File: config.mk
export PLATFORM = sky130hd
export DESIGN_NAME = turf_bus_rr_arb
export DESIGN_NICKNAME = d
export VERILOG_FILES = /design/src/rtl/turf_bus_rr_arb.sv
export SDC_FILE = /design/constraint.sdc
export NUM_CORES = 1
export LEC_CHECK = 0
export BUFFER_PORTS_ARGS = -buffer_cell sky130_fd_sc_hd__buf_2
export CAP_MARGIN = 10
export CORE_ASPECT_RATIO = 0.7
export CORE_MARGIN = 2
export CORE_UTILIZATION = 45
export CTS_BUF_LIST = sky130_fd_sc_hd__clkbuf_4 sky130_fd_sc_hd__clkbuf_8
export DETAILED_ROUTE_END_ITERATION = 10
export HOLD_SLACK_MARGIN = 0.05
export PLACE_DENSITY = 0.87
export SYNTH_ARGS = -nofsm -noshare
export SYNTH_HDL_FRONTEND = slang
export SYNTH_SLANG_ARGS = --single-unit
File: constraint.sdc
create_clock -name aclk -period 1.9 [get_ports aclk]
set_input_delay 0.57 -clock aclk [delete_from_list [all_inputs] [get_ports aclk]]
set_output_delay 0.57 -clock aclk [all_outputs]
set_load 0.005 [all_outputs]
File: src/rtl/turf_bus_rr_arb.sv
// Round-robin arbiter sharing one en/wr/ack register slave between NMASTERS masters.
// A slave that does not ack within TIMEOUT cycles is aborted with ERR_DATA.
module turf_bus_rr_arb #(
  parameter int          NMASTERS  = 2,
  parameter int          ADDR_BITS = 28,
  parameter int          DATA_BITS = 32,
  parameter int          TIMEOUT   = 255,
  parameter logic [31:0] ERR_DATA  = 32'hDEADDEAD
) (
  input  logic                            aclk,
  input  logic                            aresetn,
  input  logic [NMASTERS-1:0]             s_en_i,
  input  logic [NMASTERS-1:0]             s_wr_i,
  input  logic [NMASTERS*ADDR_BITS-1:0]   s_adr_i,
  input  logic [NMASTERS*DATA_BITS-1:0]   s_dat_i,
  output logic [NMASTERS-1:0]             s_ack_o,
  output logic [NMASTERS*DATA_BITS-1:0]   s_dat_o,
  output logic                            m_en_o,
  output logic                            m_wr_o,
  output logic [ADDR_BITS-1:0]            m_adr_o,
  output logic [DATA_BITS-1:0]            m_dat_o,
  input  logic                            m_ack_i,
  input  logic [DATA_BITS-1:0]            m_dat_i,
  output logic [2:0]                      grant_o,
  output logic                            timeout_o,
  output logic [15:0]                     timeout_count_o
);

  typedef enum logic [1:0] {IDLE, BUSY, RELEASE} state_t;

  localparam logic [15:0] TO_LAST = 16'(TIMEOUT - 1);
  localparam logic [2:0]  PTR_RST = 3'(NMASTERS - 1);

  state_t                          state_q, state_d;
  logic [2:0]                      ptr_q, ptr_d;
  logic [2:0]                      grant_q, grant_d;
  logic [15:0]                     cnt_q, cnt_d;
  logic [15:0]                     tcnt_q, tcnt_d;
  logic                            m_en_q, m_en_d;
  logic                            m_wr_q, m_wr_d;
  logic [ADDR_BITS-1:0]            m_adr_q, m_adr_d;
  logic [DATA_BITS-1:0]            m_dat_q, m_dat_d;
  logic [NMASTERS-1:0]             s_ack_q, s_ack_d;
  logic [NMASTERS*DATA_BITS-1:0]   s_dat_q, s_dat_d;
  logic                            timeout_q, timeout_d;

  logic                            found;
  logic [2:0]                      winner;
  logic                            w_wr;
  logic [ADDR_BITS-1:0]            w_adr;
  logic [DATA_BITS-1:0]            w_dat;
  int                              best_rank;
  int                              rank;

  // Rank 0 is the master just after ptr; the lowest-ranked requester wins.
  always_comb begin
    best_rank = NMASTERS;
    rank      = 0;
    winner    = ptr_q;
    w_wr      = 1'b0;
    w_adr     = '0;
    w_dat     = '0;
    for (int j = 0; j < NMASTERS; j++) begin
      rank = (j + NMASTERS - 1 - int'(ptr_q)) % NMASTERS;
      if (s_en_i[j] && rank < best_rank) begin
        best_rank = rank;
        winner    = 3'(j);
        w_wr      = s_wr_i[j];
        w_adr     = s_adr_i[j*ADDR_BITS +: ADDR_BITS];
        w_dat     = s_dat_i[j*DATA_BITS +: DATA_BITS];
      end
    end
    found = (best_rank < NMASTERS);
  end

  always_comb begin
    state_d   = state_q;
    ptr_d     = ptr_q;
    grant_d   = grant_q;
    cnt_d     = cnt_q;
    tcnt_d    = tcnt_q;
    m_en_d    = m_en_q;
    m_wr_d    = m_wr_q;
    m_adr_d   = m_adr_q;
    m_dat_d   = m_dat_q;
    s_ack_d   = '0;
    s_dat_d   = s_dat_q;
    timeout_d = 1'b0;
    case (state_q)
      IDLE: begin
        if (found) begin
          m_en_d  = 1'b1;
          m_wr_d  = w_wr;
          m_adr_d = w_adr;
          m_dat_d = w_dat;
          grant_d = winner;
          ptr_d   = winner;
          cnt_d   = '0;
          state_d = BUSY;
        end
      end
      BUSY: begin
        cnt_d = cnt_q + 16'd1;
        // A real ack in the final cycle beats the abort.
        if (m_ack_i || cnt_q == TO_LAST) begin
          for (int i = 0; i < NMASTERS; i++) begin
            if (grant_q == 3'(i)) begin
              s_ack_d[i] = 1'b1;
              s_dat_d[i*DATA_BITS +: DATA_BITS] = m_ack_i ? m_dat_i : DATA_BITS'(ERR_DATA);
            end
          end
          m_en_d  = 1'b0;
          state_d = RELEASE;
          if (!m_ack_i) begin
            timeout_d = 1'b1;
            tcnt_d    = (tcnt_q == 16'hFFFF) ? tcnt_q : tcnt_q + 16'd1;
          end
        end
      end
      RELEASE: state_d = IDLE;
      default: state_d = IDLE;
    endcase
  end

  always_ff @(posedge aclk or negedge aresetn) begin
    if (!aresetn) begin
      state_q   <= IDLE;
      ptr_q     <= PTR_RST;
      grant_q   <= '0;
      cnt_q     <= '0;
      tcnt_q    <= '0;
      m_en_q    <= 1'b0;
      m_wr_q    <= 1'b0;
      m_adr_q   <= '0;
      m_dat_q   <= '0;
      s_ack_q   <= '0;
      s_dat_q   <= '0;
      timeout_q <= 1'b0;
    end else begin
      state_q   <= state_d;
      ptr_q     <= ptr_d;
      grant_q   <= grant_d;
      cnt_q     <= cnt_d;
      tcnt_q    <= tcnt_d;
      m_en_q    <= m_en_d;
      m_wr_q    <= m_wr_d;
      m_adr_q   <= m_adr_d;
      m_dat_q   <= m_dat_d;
      s_ack_q   <= s_ack_d;
      s_dat_q   <= s_dat_d;
      timeout_q <= timeout_d;
    end
  end

  assign s_ack_o         = s_ack_q;
  assign s_dat_o         = s_dat_q;
  assign m_en_o          = m_en_q;
  assign m_wr_o          = m_wr_q;
  assign m_adr_o         = m_adr_q;
  assign m_dat_o         = m_dat_q;
  assign grant_o         = grant_q;
  assign timeout_o       = timeout_q;
  assign timeout_count_o = tcnt_q;

endmodule

==> results of run 1 <==
-- what timing repair did --
| action | CTS | global route |
|---|---|---|
| endpoints found under the setup margin | 1 | 27 |
| gates cloned | 0 | 2 |
| pin swaps | 0 | 2 |
| gates resized for setup | 1 | 15 |
| endpoints found under the hold margin | 0 | 0 |
| setup buffers | 0 | 2 |
-- layer usage --
layer  vias up  track usage  share of wire
li1       3189            -              -
met1      3419        0.304           0.42
met2       326        0.408           0.49
met3        30       0.0657          0.077
met4         0       0.0708          0.016
met5         -            0              0
-- state kept, by name (all words and copies together), names as in the netlist, 2 cells and up --
| signal | flops |
|---|---|
| cnt_q | 16 |
| m_adr_o | 28 |
| m_dat_o | 32 |
| s_ack_o | 2 |
| s_dat_o | 64 |
| state_q | 2 |
| timeout_count_o | 16 |
-- metrics by stage --
| stage | utilization | worst slack, ns | area, µm² |
|---|---|---|---|
| 2_1_floorplan | - | 0.0751 | 7260 |
| 3_3_place_gp | 0.586 | 0.0299 | 9160 |
| 3_5_place_dp | 0.586 | 0.000629 | 9160 |
| 4_1_cts | 0.613 | 0.0295 | 9590 |
| 5_1_grt | 0.623 | -0.0545 | 9740 |
| 6_report | 0.623 | 0.0382 | 9740 |
-- cells in the mapped netlist, types with 2 or more instances --
| cell | instances |
|---|---|
| sky130_fd_sc_hd__nand2_1 | 89 |
| sky130_fd_sc_hd__o32a_1 | 32 |
| sky130_fd_sc_hd__and4_1 | 3 |
| sky130_fd_sc_hd__xnor2_1 | 7 |
| sky130_fd_sc_hd__nor3_1 | 10 |
| sky130_fd_sc_hd__o21ai_0 | 3 |
| sky130_fd_sc_hd__o31ai_1 | 3 |
| sky130_fd_sc_hd__and3_1 | 3 |
| sky130_fd_sc_hd__inv_1 | 18 |
| sky130_fd_sc_hd__buf_4 | 2 |
| sky130_fd_sc_hd__o22ai_1 | 11 |
| sky130_fd_sc_hd__nor2_1 | 81 |
| sky130_fd_sc_hd__and2_1 | 2 |
| sky130_fd_sc_hd__a2111o_1 | 2 |
| sky130_fd_sc_hd__or4_1 | 3 |
| sky130_fd_sc_hd__a21oi_1 | 7 |
| sky130_fd_sc_hd__nor4_1 | 12 |
| sky130_fd_sc_hd__nand4_1 | 11 |
| sky130_fd_sc_hd__o2bb2ai_1 | 10 |
| sky130_fd_sc_hd__a2bb2oi_1 | 12 |
| sky130_fd_sc_hd__dfrtp_1 | 164 |
| sky130_fd_sc_hd__xor2_1 | 17 |
| sky130_fd_sc_hd__ha_1 | 3 |
| sky130_fd_sc_hd__nand3_1 | 70 |
| sky130_fd_sc_hd__or3_1 | 2 |
| sky130_fd_sc_hd__clkbuf_1 | 45 |
| sky130_fd_sc_hd__buf_2 | 10 |
| sky130_fd_sc_hd__a31oi_1 | 62 |
-- final cells by class --
cell class	instances	area, µm²	area share
clock buffers	17	234	0.0240
multi-input cells	475	2920	0.300
flip-flops and latches	165	4130	0.424
well taps	200	250	0.0257
repair buffers	339	1950	0.200
inverters	18	67.6	0.00693
clock inverters	15	186	0.0191
-- power by group --
group          internal, mW  switching [mW]
Sequential             4.95           0.854
Clock                  1.24            1.47
Combinational          2.59            2.86
-- kinds of logic (layout without fill, tap and decap cells) --
family	after synthesis	in the layout	share of synthesized area
simple gates	299	299	0.199
buf+inv	77	389	0.0436
mux	1	1	0.00155
other cells	1	2	0.000517
xor+xnor	24	24	0.0290
compound gates	146	146	0.152
flops	165	165	0.569
fa+ha+maj	3	3	0.00517
-- worst paths after layout --
path	startpoint	end	slack, ns	depth (start not counted)
hold reg to reg	s_dat_o[49]$_DFFE_PN0P_	s_dat_o[49]$_DFFE_PN0P_	0.49	1
hold / removal	aresetn	m_dat_o[18]$_DFFE_PN0P_	0.08	2
min in group aclk	s_dat_i[34]	m_dat_o[2]$_DFFE_PN0P_	0.35	3
max in group asynchronous	aresetn	m_adr_o[22]$_DFFE_PN0P_	1.33	2
setup reg to reg	cnt_q[0]$_DFFE_PN0P_	timeout_count_o[1]$_DFFE_PN0P_	0.04	6
setup / recovery	cnt_q[0]$_DFFE_PN0P_	timeout_count_o[1]$_DFFE_PN0P_	0.04	6
==> impl_summary.md, run 1 <==
Timing
Setup repair after global routing could not meet its margin everywhere. The final count of hold timing violations is 0. The slew at the pin closest to its max-slew limit is 0.637 ns. The clock period could shrink to 1.86 ns. The max-slew violation total from the final report is 0. The final hold slack is 0.0770 ns. The worst max-slew margin expressed relative to the limit is 0.575.

The worst setup skew after layout is 0.0147 ns. Of the available clock period, the critical path in the final layout requires 0.980. Derived from the worst setup path, the maximum achievable clock frequency is 0.537 GHz.

Setup violations remaining at the end of the flow were counted as 0. In the final timing run, aggregate negative setup slack is 0 ns.

Floorplanning
From left edge to right edge, the die measures 156 µm. For this configuration, the core starts out at a cell density of 0.464. The number of I/O pins is 307.

The die outline height is 110 µm. The initialized floorplan defines 38 standard-cell rows. The die covers 17,200 µm². The total area inside the core boundary comes to 15,600 µm².

Clocking
The total number of H-tree levels is 4. TritonCTS built the clock tree. The clock transition at the registers of the reported paths is 0.10 ns. TritonCTS created 17 clock buffers. The later pin in the worst-skew pair is clocked with a latency of 0.46 ns.

The worst-case clock buffer depth is 2. The clock sink total is 165. CTS placed an instance of sky130_fd_sc_hd__clkbuf_8 at the clock tree root. In this run, post-CTS hold repair placed 0 buffers.

Route
The final layout contains routed wiring with a total length of 21.4 mm. The final antenna-violating net count is 0. The total number of vias is 6,964.

Before antenna repair, the detailed router went through 5 iterations. The DRC violation count after routing is 0. After detailed routing, the number of vias per cell comes to 5.67.

The detailed router finished its first iteration with 586 violations. The mean routed wirelength per cell is 17.4 µm.

Worst hold path
The class of the tightest hold or removal check is primary input to async pin.

Critical path
The data arrival time of the worst path is 2.20 ns. The largest single stage delay on the critical path is 0.39 ns. The kind of launch point of the worst setup path is a flip-flop. Traced cell by cell, the critical path runs through inv_1 -> ha_1 -> nor4b_4 -> nand4_4 -> nor3_1 -> mux2_2.

The dominant delay contributor by cell family on the critical path is simple AND/OR/NAND/NOR gates. STA classifies the critical path endpoint as a flip-flop. STA puts the critical path data required time at 2.24 ns.

The critical path is of the flip-flop to flip-flop type. The number of buffer and inverter instances along the worst setup path is 1. The worst-path cell with the longest stage delay is sky130_fd_sc_hd__dfrtp_1. Of all nets on the critical path, the largest fanout is 3.

Pwr
The overall power after layout is 14.0 mW. VDD sags by at most 0.664 mV. The power density over cell area is 1430 nW/µm². The static leakage is 4.64 nW.

Yosys
The count of yosys warnings during synthesis is 0. The number of flops mapped to enable cells by yosys is 0. Counting flops and latches in the post-synthesis netlist gives 165.

Yosys attributes the largest share of cell area to sky130_fd_sc_hd__dfrtp_1, sky130_fd_sc_hd__a31oi_1, sky130_fd_sc_hd__nand3_1. Dividing the synthesized area by the synthesized cell count gives 10.1 µm². The share of synthesized area in the top cell type comes to 0.566. Among all flip-flop cells after synthesis, the most frequent one is sky130_fd_sc_hd__dfrtp_1. The count of distinct cell types in the synthesized netlist is 50. The total standard cell area after synthesis is 7250 µm². In the synthesized netlist, the number of instances is 716. For this run, asynchronously set or reset flops after synthesis account for 1.00.

The sequential cell area fraction in the yosys report is 0.569. Summed over all instances, the cell type with the most area after synthesis is sky130_fd_sc_hd__dfrtp_1.

GRT
The number of antenna violations at the first check in global routing is 0. The first global-routing pass estimated 32.4 mm of wire. The largest net degree at the start of global routing is 100. After global routing the overflow that remains totals 0. The overall global routing resource usage is 0.240. The number of global-route vias before repair came to 6,468.

Layout
The most common library cell in the layout ignoring fill and taps is sky130_fd_sc_hd__buf_2. The final net count is 1,178. The repair_antennas step left the layout with diodes totalling 0. The share of layout cells above drive strength 1 is 0.387. The non-filler instance count after layout is 1,229. The relative area change from synthesis to final layout is 34.3%.

In the layout the commonest cells are sky130_fd_sc_hd__buf_2, sky130_fd_sc_hd__dfrtp_1, sky130_fd_sc_hd__nand2_1, sky130_fd_sc_hd__nor2_1, sky130_fd_sc_hd__nand3_1. The number of fillers in the final layout is 1,282.

Job
The tool flagged a number of max-cap violations equal to 0.

Placed design
The total placed cells including tap cells is 1,193. The placer's final routability congestion estimate is 0.880. The placed wire-length estimate is 15.2 mm.

In this run the tool buffered the top-level ports with 304 buffer cells.

Run status
The flow ran to the end, and the final reports show no timing, DRC or antenna violations.
(Power assumes the default switching activity.)
==> run 2: changes to the inputs <==
==> constraint.sdc (replaced) <==
create_clock -name aclk -period 1.9 [get_ports aclk]
set_input_delay 0.095 -clock aclk [delete_from_list [all_inputs] [get_ports aclk]]
set_output_delay 0.095 -clock aclk [all_outputs]
set_load 0.005 [all_outputs]
==> impl_summary.md, run 2 (synthesis results as in run 1) <==
Placed design
The area of placed instances is 9110 µm². The number of buffers inserted by port buffering is 304. The total placed cells including tap cells is 1,187. The HPWL after detailed placement is 15.0 mm. Routability-driven placement finished with a final weighted congestion of 0.860.

Route
The mean routed wirelength per cell is 19.4 µm. Detailed routing inserted a total of 7,993 vias. The DRC violation count after routing is 0.

In this run, the number of DRC markers left after iteration 0 of detailed routing was 809. The pre-antenna-repair detailed-routing pass consisted of 6 iterations. Wires add up to 26.8 mm. The count of nets left with antenna violations once routing finished came out at 0.

Using the TritonRoute via totals, the vias-per-cell ratio works out to 5.80.

Timing
Dividing the final minimum period by the clock period gives 0.976. The max-slew violation total from the final report was 0. Setup repair after global routing could not meet its margin everywhere.

At the pin with the least slew margin, the transition time is 0.666 ns. The clock period minus worst slack is 1.85 ns. The final count of hold timing violations was 0. Setup violations remaining at the end of the flow were counted as 0. The worst setup skew after layout is 0.0242 ns. Based on the critical path, the design can be clocked at up to 0.539 GHz. The worst max-slew margin expressed relative to the limit is 0.556.

Clocking
The clock tree from TritonCTS is yes. Clock tree synthesis inserted a total of 17 buffers. After clock tree synthesis, the clock-pin slew on the worst setup and hold paths is 0.11 ns. The source-to-sink clock delay at the later pin of the worst-skew pair is 0.45 ns.

CTS saw 165 sinks. The worst-case clock buffer depth is 2. The H-tree was split into 4 levels. Clock tree synthesis selected as its root buffer the cell sky130_fd_sc_hd__clkbuf_8.

Worst hold path
In this run the worst hold path is classified as primary input to async pin.

Critical path
For this run, the slowest stage of the critical path takes 0.52 ns. The source of the worst register-to-register timing path is cnt_q[0]$_DFFE_PN0P_. At the worst endpoint, the required time is 2.27 ns. The critical path class is flip-flop to flip-flop. STA classifies the critical path endpoint as a flip-flop. The data arrival time of the worst path is 2.22 ns.

Tracing the worst setup path back leads to its startpoint at cnt_q[0]$_DFFE_PN0P_. Counting both buffers and inverters, the worst setup path holds a total of 1. Of all nets on the critical path, the largest fanout is 5. The dominant delay contributor by cell family on the critical path is simple AND/OR/NAND/NOR gates.

The slowest stage of the critical path belongs to the cell sky130_fd_sc_hd__or4_1. Traced cell by cell, the critical path runs through buf_4 -> ha_1 -> nand3b_4 -> or2_4 -> or4_1 -> a21oi_2. STA classifies the critical path startpoint as a flip-flop.

Pwr
The internal power consumption is 8.66 mW. The static leakage is 5.25 nW. Of the total power, the share spent switching nets is 0.394. IR analysis of the VDD net gives a maximum drop of 0.737 mV. The overall power after layout is 14.3 mW. The analysis attributes to net switching a power of 5.62 mW. The share of power burned in the clock network is 0.181. Of the total power, combinational logic draws 0.406. The power density over cell area is 1260 nW/µm². The share of total power dissipated in sequential elements is 0.413.

Layout
Leaving out fill and tap cells, the most frequent cell in the layout is sky130_fd_sc_hd__buf_2. Of the cells placed in the final design, the portion with a size suffix greater than 1 is 0.332. The combined area of the multi-input logic cells is 3000 µm². The post-route standard cell area excluding fillers is 11,300 µm². The repair_antennas step left the layout with diodes totalling 0. Across the whole layout, storage elements account for 4130 µm². The core occupancy in the finished layout is 0.724.

The number of flip-flops in the largest register is 64. The non-filler instance count after layout is 1,378. The relative area change from synthesis to final layout is 56.1%.

In the layout the commonest cells are sky130_fd_sc_hd__buf_2, sky130_fd_sc_hd__dfrtp_1, sky130_fd_sc_hd__dlygate4sd3_1, sky130_fd_sc_hd__nand2_1, sky130_fd_sc_hd__nor2_1. The number of fillers in the final layout is 983. The net count of the finished layout is 1,327.

GRT
The number of antenna violations at the first check in global routing is 0. The overall global routing resource usage is 0.305. Global routing finished with a remaining overflow of 0. The wire length of the first global-routing pass is 40.8 mm. The number of global-route vias before repair was 7,895. Entering global routing, the biggest net connects 120 pins.

Floorplanning
The die covers 17,200 µm². The die span in x is 156 µm. The count of standard-cell rows is 38.

The number of I/O pins is 307. The die outline height is 110 µm. The initial standard-cell utilization of the core is 0.464. The area inside the core boundary is 15,600 µm².

Job
The number of maximum-capacitance constraint violations is 0.

Run status
The flow ran to the end, and the final reports show no timing, DRC or antenna violations.
run 2: path summary, 6_finish.rpt:
kind                                      endpoint  slack [ns]  cells past startpoint
max                          cnt_q[14]$_DFFE_PN0P_        0.05                      6
min                         m_dat_o[8]$_DFFE_PN0P_         0.1                      2
max reg2reg                  cnt_q[14]$_DFFE_PN0P_        0.05                      6
min reg2reg                s_dat_o[49]$_DFFE_PN0P_        0.50                      1
max in group asynchronous   s_dat_o[2]$_DFFE_PN0P_        1.11                      3
min in group aclk          s_dat_o[44]$_DFFE_PN0P_        0.43                      3
run 2: power by group through the flow:
| stage | registers (mW) | clock network (mW) | logic (mW) |
|---|---|---|---|
| after global placement | 5.81 | 0 | 5.04 |
| after CTS | 5.81 | 2.60 | 5.49 |
| final | 5.90 | 2.58 | 5.80 |
| after global routing | 6.03 | 2.79 | 6.25 |
| after detailed placement | 5.87 | 0 | 5.23 |
| after floorplan | 5.88 | 0 | 2.61 |
run 2: per-stage QoR:
step	setup TNS, ns	setup WS [ns]	hold WS [ns]
after floorplan	0	0.0751	-0.201
after global placement	0	0.123	0.00291
after detailed placement	0	0.0126	0.00749
after CTS	0	0.00789	0.0673
after global routing	-0.209	-0.0580	0.101
final	0	0.0462	0.100
run 2: worst register-to-register path, delay by kind of cell, from the launching register on:
kind	cells	cell delay [ns]
AO/OA/AOI/OAI	1	0.17
AND/OR/NAND/NOR	3	0.91
buffers and inverters	1	0.13
adder cells (fa/ha/maj)	1	0.19
flip-flops	1	0.38
run 2: what timing repair did:
action,in CTS,in global routing
setup endpoints to repair,2,52
hold endpoints to repair,293,0
resized for setup,3,30
gates cloned,0,1
hold buffers,158,0
pin swaps,0,14
buffers inserted,0,0
run 2: final cells by class:
| type | instances | share of cell area |
|---|---|---|
| Tap cell | 200 | 0.0221 |
| Multi-Input combinational cell | 475 | 0.265 |
| Sequential cell | 165 | 0.365 |
| Inverter | 18 | 0.00597 |
| Clock buffer | 17 | 0.0207 |
| Timing Repair Buffer | 488 | 0.305 |
| Clock inverter | 15 | 0.0161 |
run 2: layer usage:
metal	vias to the layer above	track usage	share of wire
met5	-	0	0
met4	0	0.194	0.058
met3	158	0.0790	0.078
met2	542	0.513	0.49
met1	3805	0.355	0.38
li1	3488	-	-
